==> config.mk <==
export PLATFORM = sky130hd
export DESIGN_NAME = coin_credit_acc_flat
export DESIGN_NICKNAME = d
export VERILOG_FILES = /design/src/rtl/coin_credit_acc_if.sv /design/src/rtl/coin_credit_acc.sv /design/src/flat_wrapper.sv
export SDC_FILE = /design/constraint.sdc
export NUM_CORES = 1
export LEC_CHECK = 0
export BUFFER_PORTS_ARGS = -buffer_cell sky130_fd_sc_hd__clkbuf_2
export CORE_UTILIZATION = 53
export DETAILED_ROUTE_END_ITERATION = 8
export GPL_TIMING_DRIVEN = 1
export HOLD_SLACK_MARGIN = 0.1
export PLACE_DENSITY = 0.79
export SKIP_LAST_GASP = 1
export SYNTH_ARGS = -nofsm -noshare
export SYNTH_HDL_FRONTEND = slang
export SYNTH_SLANG_ARGS = --single-unit
export TNS_END_PERCENT = 30
==> constraint.sdc <==
create_clock -name clk -period 4 [get_ports clk]
set_input_delay 0.6 -clock clk [delete_from_list [all_inputs] [get_ports clk]]
set_output_delay 0.6 -clock clk [all_outputs]
set_load 0.03 [all_outputs]
==> src/rtl/coin_credit_acc_if.sv <==
// Front-end bus between the coin mechanism / vending core and the credit accumulator.
interface coin_credit_acc_if;
  logic [3:0] coin_in;
  logic       vend_req;
  logic [7:0] vend_price;
  logic       refund_req;
  logic [7:0] money;
  logic       vend_ack;
  logic       vend_nak;
  logic       coin_reject;
  logic [3:0] payout;
  logic       busy;

  modport master (
    output coin_in, vend_req, vend_price, refund_req,
    input  money, vend_ack, vend_nak, coin_reject, payout, busy
  );

  modport slave (
    input  coin_in, vend_req, vend_price, refund_req,
    output money, vend_ack, vend_nak, coin_reject, payout, busy
  );
endinterface

==> src/rtl/coin_credit_acc.sv <==
// Coin credit accumulator: saturating credit from coin strobes, vend debit settlement,
// and a paced largest-coin-first refund train.
//
// state  | meaning
// IDLE   | accepting coins and vend debits; waits for refund_req with credit != 0
// PAYOUT | one cycle: emit the largest coin not exceeding credit and debit it
// GAP    | PULSE_GAP idle cycles between coin-out pulses
module coin_credit_acc #(
  parameter int MAX_CREDIT = 200,
  parameter int COIN_V0    = 1,
  parameter int COIN_V1    = 2,
  parameter int COIN_V2    = 5,
  parameter int COIN_V3    = 10,
  parameter int PULSE_GAP  = 4
) (
  input logic              clk,
  input logic              rst_n,
  coin_credit_acc_if.slave bus
);

  localparam logic [7:0] V0    = 8'(COIN_V0);
  localparam logic [7:0] V1    = 8'(COIN_V1);
  localparam logic [7:0] V2    = 8'(COIN_V2);
  localparam logic [7:0] V3    = 8'(COIN_V3);
  localparam logic [8:0] MAX9  = 9'(MAX_CREDIT);
  localparam int         GW    = $clog2(PULSE_GAP + 1);
  localparam logic [GW-1:0] GAP_LOAD = GW'(PULSE_GAP - 1);

  typedef enum logic [1:0] {ST_IDLE, ST_PAYOUT, ST_GAP} state_t;

  state_t        state_q, state_d;
  logic [7:0]    credit_q, credit_d;
  logic [GW-1:0] cnt_q, cnt_d;
  logic          ack_q, ack_d;
  logic          nak_q, nak_d;
  logic          rej_q, rej_d;
  logic [3:0]    pay_q, pay_d;

  logic          coin_one_hot;
  logic [7:0]    coin_val;
  logic [7:0]    debit;
  logic [7:0]    add;

  // Decode a single coin strobe into its value; anything else is not one-hot.
  always_comb begin
    coin_one_hot = 1'b1;
    coin_val     = 8'd0;
    case (bus.coin_in)
      4'b0001: coin_val = V0;
      4'b0010: coin_val = V1;
      4'b0100: coin_val = V2;
      4'b1000: coin_val = V3;
      default: coin_one_hot = 1'b0;
    endcase
  end

  // Next-state, credit arithmetic and registered-output pulses.
  always_comb begin
    state_d  = state_q;
    credit_d = credit_q;
    cnt_d    = cnt_q;
    ack_d    = 1'b0;
    nak_d    = 1'b0;
    rej_d    = 1'b0;
    pay_d    = 4'b0000;
    debit    = 8'd0;
    add      = 8'd0;

    if (state_q != ST_IDLE) begin
      rej_d = |bus.coin_in;
      nak_d = bus.vend_req;
    end

    case (state_q)
      ST_IDLE: begin
        // Vend and coin are both judged against the credit held at the start of the cycle.
        if (bus.vend_req) begin
          if (bus.vend_price <= credit_q) begin
            ack_d = 1'b1;
            debit = bus.vend_price;
          end else begin
            nak_d = 1'b1;
          end
        end
        if (bus.coin_in != 4'b0000) begin
          if (coin_one_hot && (({1'b0, credit_q} + {1'b0, coin_val}) <= MAX9)) begin
            add = coin_val;
          end else begin
            rej_d = 1'b1;
          end
        end
        credit_d = credit_q - debit + add;
        // A refund request coinciding with a vend or coin waits for a later clean cycle.
        if (bus.refund_req && (credit_q != 8'd0) && !bus.vend_req &&
            (bus.coin_in == 4'b0000)) begin
          state_d = ST_PAYOUT;
        end
      end
      ST_PAYOUT: begin
        if (credit_q >= V3) begin
          pay_d    = 4'b1000;
          credit_d = credit_q - V3;
        end else if (credit_q >= V2) begin
          pay_d    = 4'b0100;
          credit_d = credit_q - V2;
        end else if (credit_q >= V1) begin
          pay_d    = 4'b0010;
          credit_d = credit_q - V1;
        end else begin
          pay_d    = 4'b0001;
          credit_d = credit_q - V0;
        end
        cnt_d   = GAP_LOAD;
        state_d = ST_GAP;
      end
      ST_GAP: begin
        if (cnt_q == '0) begin
          state_d = (credit_q != 8'd0) ? ST_PAYOUT : ST_IDLE;
        end else begin
          cnt_d = cnt_q - 1'b1;
        end
      end
      default: state_d = ST_IDLE;
    endcase
  end

  // State, credit and output registers; reset discards any residual credit.
  always_ff @(posedge clk or negedge rst_n) begin
    if (!rst_n) begin
      state_q  <= ST_IDLE;
      credit_q <= 8'd0;
      cnt_q    <= '0;
      ack_q    <= 1'b0;
      nak_q    <= 1'b0;
      rej_q    <= 1'b0;
      pay_q    <= 4'b0000;
    end else begin
      state_q  <= state_d;
      credit_q <= credit_d;
      cnt_q    <= cnt_d;
      ack_q    <= ack_d;
      nak_q    <= nak_d;
      rej_q    <= rej_d;
      pay_q    <= pay_d;
    end
  end

  assign bus.money       = credit_q;
  assign bus.vend_ack    = ack_q;
  assign bus.vend_nak    = nak_q;
  assign bus.coin_reject = rej_q;
  assign bus.payout      = pay_q;
  assign bus.busy        = (state_q != ST_IDLE);

endmodule

==> src/flat_wrapper.sv <==
// flat-port wrapper written by rule: the top's interface ports become plain ports
module coin_credit_acc_flat 
#(
  parameter int MAX_CREDIT = 200,
  parameter int COIN_V0    = 1,
  parameter int COIN_V1    = 2,
  parameter int COIN_V2    = 5,
  parameter int COIN_V3    = 10,
  parameter int PULSE_GAP  = 4
)
  (clk, rst_n, bus_coin_in, bus_vend_req, bus_vend_price, bus_refund_req, bus_money, bus_vend_ack, bus_vend_nak, bus_coin_reject, bus_payout, bus_busy);
  coin_credit_acc_if bus_i ();
  input logic clk;
  input logic rst_n;
  input wire logic [$bits(bus_i.coin_in)-1:0] bus_coin_in;
  input wire logic [$bits(bus_i.vend_req)-1:0] bus_vend_req;
  input wire logic [$bits(bus_i.vend_price)-1:0] bus_vend_price;
  input wire logic [$bits(bus_i.refund_req)-1:0] bus_refund_req;
  output wire logic [$bits(bus_i.money)-1:0] bus_money;
  output wire logic [$bits(bus_i.vend_ack)-1:0] bus_vend_ack;
  output wire logic [$bits(bus_i.vend_nak)-1:0] bus_vend_nak;
  output wire logic [$bits(bus_i.coin_reject)-1:0] bus_coin_reject;
  output wire logic [$bits(bus_i.payout)-1:0] bus_payout;
  output wire logic [$bits(bus_i.busy)-1:0] bus_busy;
  assign bus_i.coin_in = bus_coin_in;
  assign bus_i.vend_req = bus_vend_req;
  assign bus_i.vend_price = bus_vend_price;
  assign bus_i.refund_req = bus_refund_req;
  assign bus_money = bus_i.money;
  assign bus_vend_ack = bus_i.vend_ack;
  assign bus_vend_nak = bus_i.vend_nak;
  assign bus_coin_reject = bus_i.coin_reject;
  assign bus_payout = bus_i.payout;
  assign bus_busy = bus_i.busy;
  coin_credit_acc #(.MAX_CREDIT(MAX_CREDIT), .COIN_V0(COIN_V0), .COIN_V1(COIN_V1), .COIN_V2(COIN_V2), .COIN_V3(COIN_V3), .PULSE_GAP(PULSE_GAP)) u_core (.clk(clk), .rst_n(rst_n), .bus(bus_i));
endmodule
==> flow_metrics.tcl, run 1 <==
set metrics [dict create \
    crit_required_ns 4.12 \
    placed_area_um2 2830 \
    yosysUniqueCellTypes 55 \
    gp_congestion 0.886 \
    fmax_mhz 220 \
    drive_gt1_frac 0.316 \
    worst-path-max-fanout 4 \
    via_per_inst 6.14 \
    crit_type "in2reg" \
    h-tree-depth 1 \
    finalHoldViolations 0 \
    critPathArrivalTime_ns 4.67 \
    drc 0 \
    synth_area_um2 2310 \
    grt_pass1_vias 2299 \
    slew_violations 0 \
    clockRootBuffer "clkbuf_8" \
    start_kind "primary input" \
    initial_utilization 0.565 \
    cts_buffers 3 \
    num-nets-final 410 \
    outcome "complete, but fails checks" \
    clkSinkCount 20 \
    violations "negative setup slack" \
    io_buffers 31 \
    area_growth_pct 33.6 \
    finalSetupViolCount 7 \
    wl_um 6720 \
    synth-seq-cells 20 \
    ant_nets 0 \
    stdcell_area_um2 3080 \
    yosys_warnings 0 \
    crit_buf_inv 5 \
    hold_class "in2async" \
    grt_start_max_net_pins 23 \
    clk_path_buf_depth 2 \
    die_area_um2 4620 \
    max_cap_violations 0 \
    worst_path_max_delay_cell "fa_1" \
    async_reset_ff_frac 1.00 \
    via_count 2479 \
    p_per_area_nw_per_um2 920 \
    fin_worst_skew_ns 0.00546 \
    num_antenna_cells 0 \
    max_stage_delay_ns 0.51 \
    dp_worst_setup_slack_ns -1.05 \
    vdd.ir_drop.worst_mv 0.840 \
    cp-end-kind "register" \
    globalRouteOverflowTotal 0 \
    max_slew.worst_pin.slew_ns 0.710 \
    rsz0062_at_grt "true" \
    worst_path_most_repeated_cell "o211ai_1" \
    die_w_um 68.0 \
    antenna_found_initial 0 \
    clk_latency_ns 0.26 \
    grt.total_usage 0.307 \
    synth_edf_count 0 \
    core_area_um2 4090 \
    ys_seq_area_frac 0.217 \
    slew_headroom 0.524 \
    clkTransAtPathRegs_ns 0.08 \
    synth_ff_type "dfrtp_1" \
    holdBufCountCts 0 \
    wl_per_cell_um 16.6 \
    cts_tree "yes" \
    finalCritPeriodShare 1.14 \
    dr.first_iter.drc_count 126 \
    dp_hpwl_um 4880 \
    ioPinCount 32 \
    syn_area_per_cell_um2 8.21 \
    crit_chain "buf_8 > xnor2_4 > nor3_4 > ha_2 > inv_2 > fa_2 > buf_6 > xor2_1 > nand3b_1 > nor3_2 > o211ai_1 > o221ai_2 > nand2_1 > fa_1 > inv_1 > ha_1 > a21oi_2 > o211ai_1 > buf_4 > or3_1 > nand3_1 > o31a_1 > o21ai_0" \
    dieHeight_um 68.0 \
    power.leakage_nw 1.46 \
    drtPass1Iterations 4 \
    fill_cells 295 \
    setup_ws_ns -0.546 \
    std_cell_rows 23 \
    syn_inst 281 \
    grt_pass1_wl_um 10500 \
    fin_crit_ns 4.55 \
    cpLargestDelayFamily "adder cells" \
    mappedNetlistNets 336 \
]
-- state kept, by name, indices dropped and copies added, names as in the netlist --
register	flops
u_core.bus.money	8
u_core.bus.payout	4
u_core.cnt_q	3
u_core.state_q	2
u_core.bus.coin_reject	1
u_core.bus.vend_ack	1
u_core.bus.vend_nak	1
-- placed cells by master (no fill, tap or decap), drive strengths merged, types with 2 or more instances in the layout --
| cell | n |
|---|---|
| buf | 47 |
| ha | 34 |
| clkbuf | 33 |
| inv | 26 |
| a21oi | 25 |
| nor2 | 22 |
| nand2 | 20 |
| dfrtp | 20 |
| o21ai | 17 |
| nand3 | 9 |
| nor2b | 8 |
| o211ai | 6 |
| xnor2 | 6 |
| nor3 | 6 |
| fa | 5 |
| nand2b | 4 |
| and2 | 4 |
| o22ai | 4 |
| o31ai | 4 |
| xor2 | 3 |
| a31oi | 3 |
| nor4 | 3 |
| nand4 | 3 |
| a32oi | 3 |
| a211o | 2 |
| or2 | 2 |
| and3 | 2 |
| o211a | 2 |
| a22oi | 2 |
| a211oi | 2 |
| a21boi | 2 |
| or3 | 2 |
| o31a | 2 |
| nor4b | 2 |
| or4 | 2 |
-- where the power goes --
group / total, W / switching [W] / internal [W] / leakage, nW
combinational: 0.00231 / 0.00125 / 0.00106 / 1.19
clock: 0.000158 / 0.0000699 / 0.0000877 / 0.0288
sequential: 0.000368 / 0.0000784 / 0.000290 / 0.246
-- synth_stat cells, drive strengths merged, types with 3 or more instances --
library cell / instances / share of area
ha: 34 / 0.18
inv: 26 / 0.042
a21oi: 25 / 0.054
nor2: 22 / 0.036
dfrtp: 20 / 0.22
nand2: 20 / 0.033
o21ai: 17 / 0.037
nand3: 9 / 0.020
nor2b: 8 / 0.022
nor3: 6 / 0.013
o211ai: 6 / 0.020
xnor2: 6 / 0.023
fa: 5 / 0.043
and2: 4 / 0.011
clkbuf: 4 / 0.0065
nand2b: 4 / 0.011
o22ai: 4 / 0.011
o31ai: 4 / 0.013
a31oi: 3 / 0.0081
a32oi: 3 / 0.011
buf: 3 / 0.0092
nand4: 3 / 0.0081
nor4: 3 / 0.0081
xor2: 3 / 0.011
-- layer usage --
metal  up-vias  wire length, um  track usage
met5         -                0            0
met2       115             3190        0.484
li1       1172                -            -
met3        27              517       0.0700
met4         0              257        0.159
met1      1165             2750        0.388
-- repair_timing --
| action | CTS | global route |
|---|---|---|
| resized for setup | 19 | 6 |
| buffers inserted | 8 | 0 |
| endpoints found under the setup margin | 7 | 7 |
| pin swaps | 23 | 0 |
-- cells by family after synthesis --
family | share of synthesized area
simple gates | 0.206
compound gates | 0.241
fa+ha+maj | 0.228
buf+inv | 0.0596
flops | 0.217
xor+xnor | 0.0439
mux | 0.00488
-- stage by stage --
step / hold WS [ns] / utilization / power [W] / setup TNS [ns] / cells
after floorplan: 0.304 / - / 0.00187 / -1.94 / 281
after global placement: 0.545 / 0.692 / 0.00250 / -4.53 / 392
after detailed placement: 0.560 / 0.692 / 0.00256 / -6.01 / 392
after CTS: 0.317 / 0.745 / 0.00279 / -2.29 / 404
after global routing: 0.336 / 0.754 / 0.00309 / -4.16 / 404
final: 0.306 / 0.754 / 0.00284 / -2.71 / 404
-- final cells by class --
type                       instances  area [um2]  area share
clock buffer                       4        55.1      0.0179
inverter                          27         101      0.0329
timing repair buffer              76         519       0.168
tap                               50        62.6      0.0203
multi-input combinational        227        1840       0.598
sequential                        20         500       0.162
-- final timing paths --
kind / startpoint / endpoint / slack (ns) / cells after the start
hold reg to reg: u_core.cnt_q[1]$_DFFE_PN0P_ / u_core.cnt_q[1]$_DFFE_PN0P_ / 0.57 / 2
max in group asynchronous: rst_n / u_core.state_q[1]$_DFFE_PN0P_ / 3.34 / 1
setup / recovery: bus_coin_in[2] / u_core.bus.money[5]$_DFFE_PN0P_ / -0.55 / 23
min in group clk: u_core.cnt_q[1]$_DFFE_PN0P_ / u_core.cnt_q[1]$_DFFE_PN0P_ / 0.57 / 2
setup reg to reg: u_core.bus.money[0]$_DFFE_PN0P_ / u_core.bus.money[5]$_DFFE_PN0P_ / -0.19 / 20
hold / removal: rst_n / u_core.bus.payout[1]$_DFF_PN0_ / 0.31 / 1
Power figures use the tool's default switching activity.
==> run 2: changes to the inputs <==
--- a/config.mk
+++ b/config.mk
@@ -6,11 +6,11 @@
 export NUM_CORES = 1
 export LEC_CHECK = 0
 export BUFFER_PORTS_ARGS = -buffer_cell sky130_fd_sc_hd__clkbuf_2
-export CORE_UTILIZATION = 53
+export CORE_UTILIZATION = 58
 export DETAILED_ROUTE_END_ITERATION = 8
 export GPL_TIMING_DRIVEN = 1
 export HOLD_SLACK_MARGIN = 0.1
-export PLACE_DENSITY = 0.79
+export PLACE_DENSITY = 0.82
 export SKIP_LAST_GASP = 1
 export SYNTH_ARGS = -nofsm -noshare
 export SYNTH_HDL_FRONTEND = slang
==> constraint.sdc (replaced) <==
create_clock -name clk -period 4.7 [get_ports clk]
set_input_delay 0.705 -clock clk [delete_from_list [all_inputs] [get_ports clk]]
set_output_delay 0.705 -clock clk [all_outputs]
set_load 0.03 [all_outputs]
==> run 2 against run 1 <==
Compared with the run above: the flow still finishes with violations (negative setup slack); worst hold slack improved by 0.091 ns; via count decreased by 0.73%; utilization increased by 5.2 points; combinational power decreased by 13%; wire length increased by 4.9%; clock skew increased by 0.00062 ns.
==> flow_metrics.tcl, run 2 (synthesis gave the netlist of run 1 again) <==
set metrics [dict create \
    power_w 0.00251 \
    dp_hpwl_um 4840 \
    grt_start_max_net_pins 23 \
    ant_nets 0 \
    fin_crit_ns 4.71 \
    drtPass1Iterations 5 \
    num_antenna_cells 0 \
    clk_path_buf_depth 2 \
    rsz0062_at_grt "true" \
    io_buffers 31 \
    fmax_mhz 212 \
    initial_utilization 0.616 \
    wl_per_cell_um 18.1 \
    max_stage_delay_ns 0.55 \
    max_slew.worst_pin.slew_ns 0.758 \
    r2r-end "u_core.bus.money[5]$_DFFE_PN0P_" \
    placed_area_um2 2770 \
    cts_buffers 3 \
    start_kind "primary input" \
    cp-end-kind "register" \
    slew_headroom 0.490 \
    core_area_um2 3740 \
    clkSinkCount 20 \
    cts_tree "yes" \
    cp-endpoint "u_core.bus.money[5]$_DFFE_PN0P_" \
    ioPinCount 32 \
    holdBufCountCts 0 \
    setup_ws_ns -0.0113 \
    worst-path-max-fanout 5 \
    h-tree-depth 1 \
    final_common_cell "buf_4" \
    std_cell_rows 22 \
    stdcell_area_um2 3020 \
    grt_pass1_vias 2407 \
    worst_path_max_delay_cell "fa_1" \
    antenna_found_initial 0 \
    clkTransAtPathRegs_ns 0.08 \
    fill_cells 235 \
    grt.total_usage 0.331 \
    worst_path_most_repeated_cell "nand3_1" \
    via_count 2461 \
    worstRegToRegCells 17 \
    reg2reg_slack_ns 0.46 \
    hold_class "in2async" \
    clockRootBuffer "clkbuf_8" \
    largest_register_ff_count 8 \
    multi_input_area_um2 1870 \
    globalRouteOverflowTotal 0 \
    wl_um 7040 \
    fin_worst_skew_ns 0.00608 \
    clk_latency_ns 0.26 \
    gp_congestion 0.891 \
    outcome "complete, but fails checks" \
    crit_type "in2reg" \
    drc 0 \
    final_cell_mix "buf_4, ha_1, clkbuf_2, inv_1, a21oi_1" \
    power.leakage_nw 1.41 \
    num-nets-final 398 \
    crit_chain "clkbuf_2 > xnor2_2 > nor3_4 > ha_1 > a211o_1 > and3_4 > a2111oi_4 > a21oi_2 > o31ai_2 > o221ai_2 > and3_1 > fa_1 > ha_4 > nand3_1 > o211ai_1 > buf_4 > or3_1 > nand3_1 > o31a_1 > o21ai_1" \
    max_cap_violations 0 \
    utilization 0.806 \
    grt_pass1_wl_um 10800 \
    slew_violations 0 \
    violations "negative setup slack" \
    finalHoldViolations 0 \
    drive_gt1_frac 0.298 \
    p_per_area_nw_per_um2 832 \
    die_area_um2 4230 \
    area_growth_pct 30.9 \
    vdd.ir_drop.worst_mv 0.805 \
    tns_ns -0.0141 \
    crit_required_ns 4.83 \
    dieHeight_um 65.1 \
    r2r_start "u_core.bus.money[1]$_DFFE_PN0P_" \
    finalCritPeriodShare 1.00 \
    die_w_um 65.1 \
    finalSetupViolCount 2 \
    seq_area_um2 500 \
    startpoint "bus_coin_in[1]" \
    critPathArrivalTime_ns 4.84 \
    dr.first_iter.drc_count 207 \
    via_per_inst 6.31 \
]
==> run 2: changes by cell type in the layout (fill, tap and decap cells not counted), sizes merged <==
cell	delta
bufinv	+1
clkbuf	-1
buf	-12
==> run 2: how the worst min path moves through the flow <==
stage | cells after the start | slack, ns | endpoint
2_1_floorplan | 0 | 0.41 | u_core.bus.coin_reject$_DFF_PN0_
3_3_place_gp | 2 | 0.54 | u_core.cnt_q[1]$_DFFE_PN0P_
3_5_place_dp | 2 | 0.57 | u_core.cnt_q[1]$_DFFE_PN0P_
4_1_cts | 1 | 0.41 | u_core.cnt_q[2]$_DFFE_PN0P_
5_1_grt | 1 | 0.44 | u_core.bus.payout[3]$_DFF_PN0_
6_report | 1 | 0.40 | u_core.cnt_q[2]$_DFFE_PN0P_
==> run 2: worst max-delay path, delay by kind of cell <==
| kind | cells | cell delay, ns |
|---|---|---|
| xor gates and xnor gates | 1 | 0.18 |
| AOI/OAI and AO/OA | 8 | 1.43 |
| adders and majority gates | 3 | 1.05 |
| buffers and inverters | 2 | 0.32 |
| and+or+nand+nor | 6 | 1.15 |
==> run 2: cell type report <==
cell class,count,area share
flip-flops and latches,20,0.166
multi-input cells,227,0.618
clock inverters,1,0.00995
clock buffers,3,0.0137
inverters,27,0.0336
repair buffers,64,0.139
well taps,48,0.0199
==> run 2: report_power, final <==
group	internal (W)	total, W	switching, W
Sequential	0.000247	0.000319	0.0000717
Combinational	0.000893	0.00202	0.00113
Clock	0.000114	0.000174	0.0000605
==> run 2: per-layer routing <==
metal	GRT usage	vias up	part of all wire	routed length, um
met1	0.407	1146	0.40	2810
met2	0.556	140	0.49	3420
li1	-	1151	-	-
met3	0.0722	24	0.078	550
met5	0	-	0	0
met4	0.136	0	0.036	257
==> run 2: metrics by stage <==
stage	cells	setup slack (ns)	hold slack [ns]
detailed placement	384	-0.434	0.569
global placement	384	-0.232	0.543
global route	390	-0.192	0.435
CTS	389	-0.00468	0.406
finish	390	-0.0113	0.398
floorplan	281	-0.00480	0.409
==> run 2: timing repair <==
action / CTS / global route
cloned: 0 / 0
hold endpoints to repair: 0 / 0
setup buffers: 1 / 1
endpoints found under the setup margin: 4 / 6
pin swaps: 7 / 22
resized for setup: 12 / 24
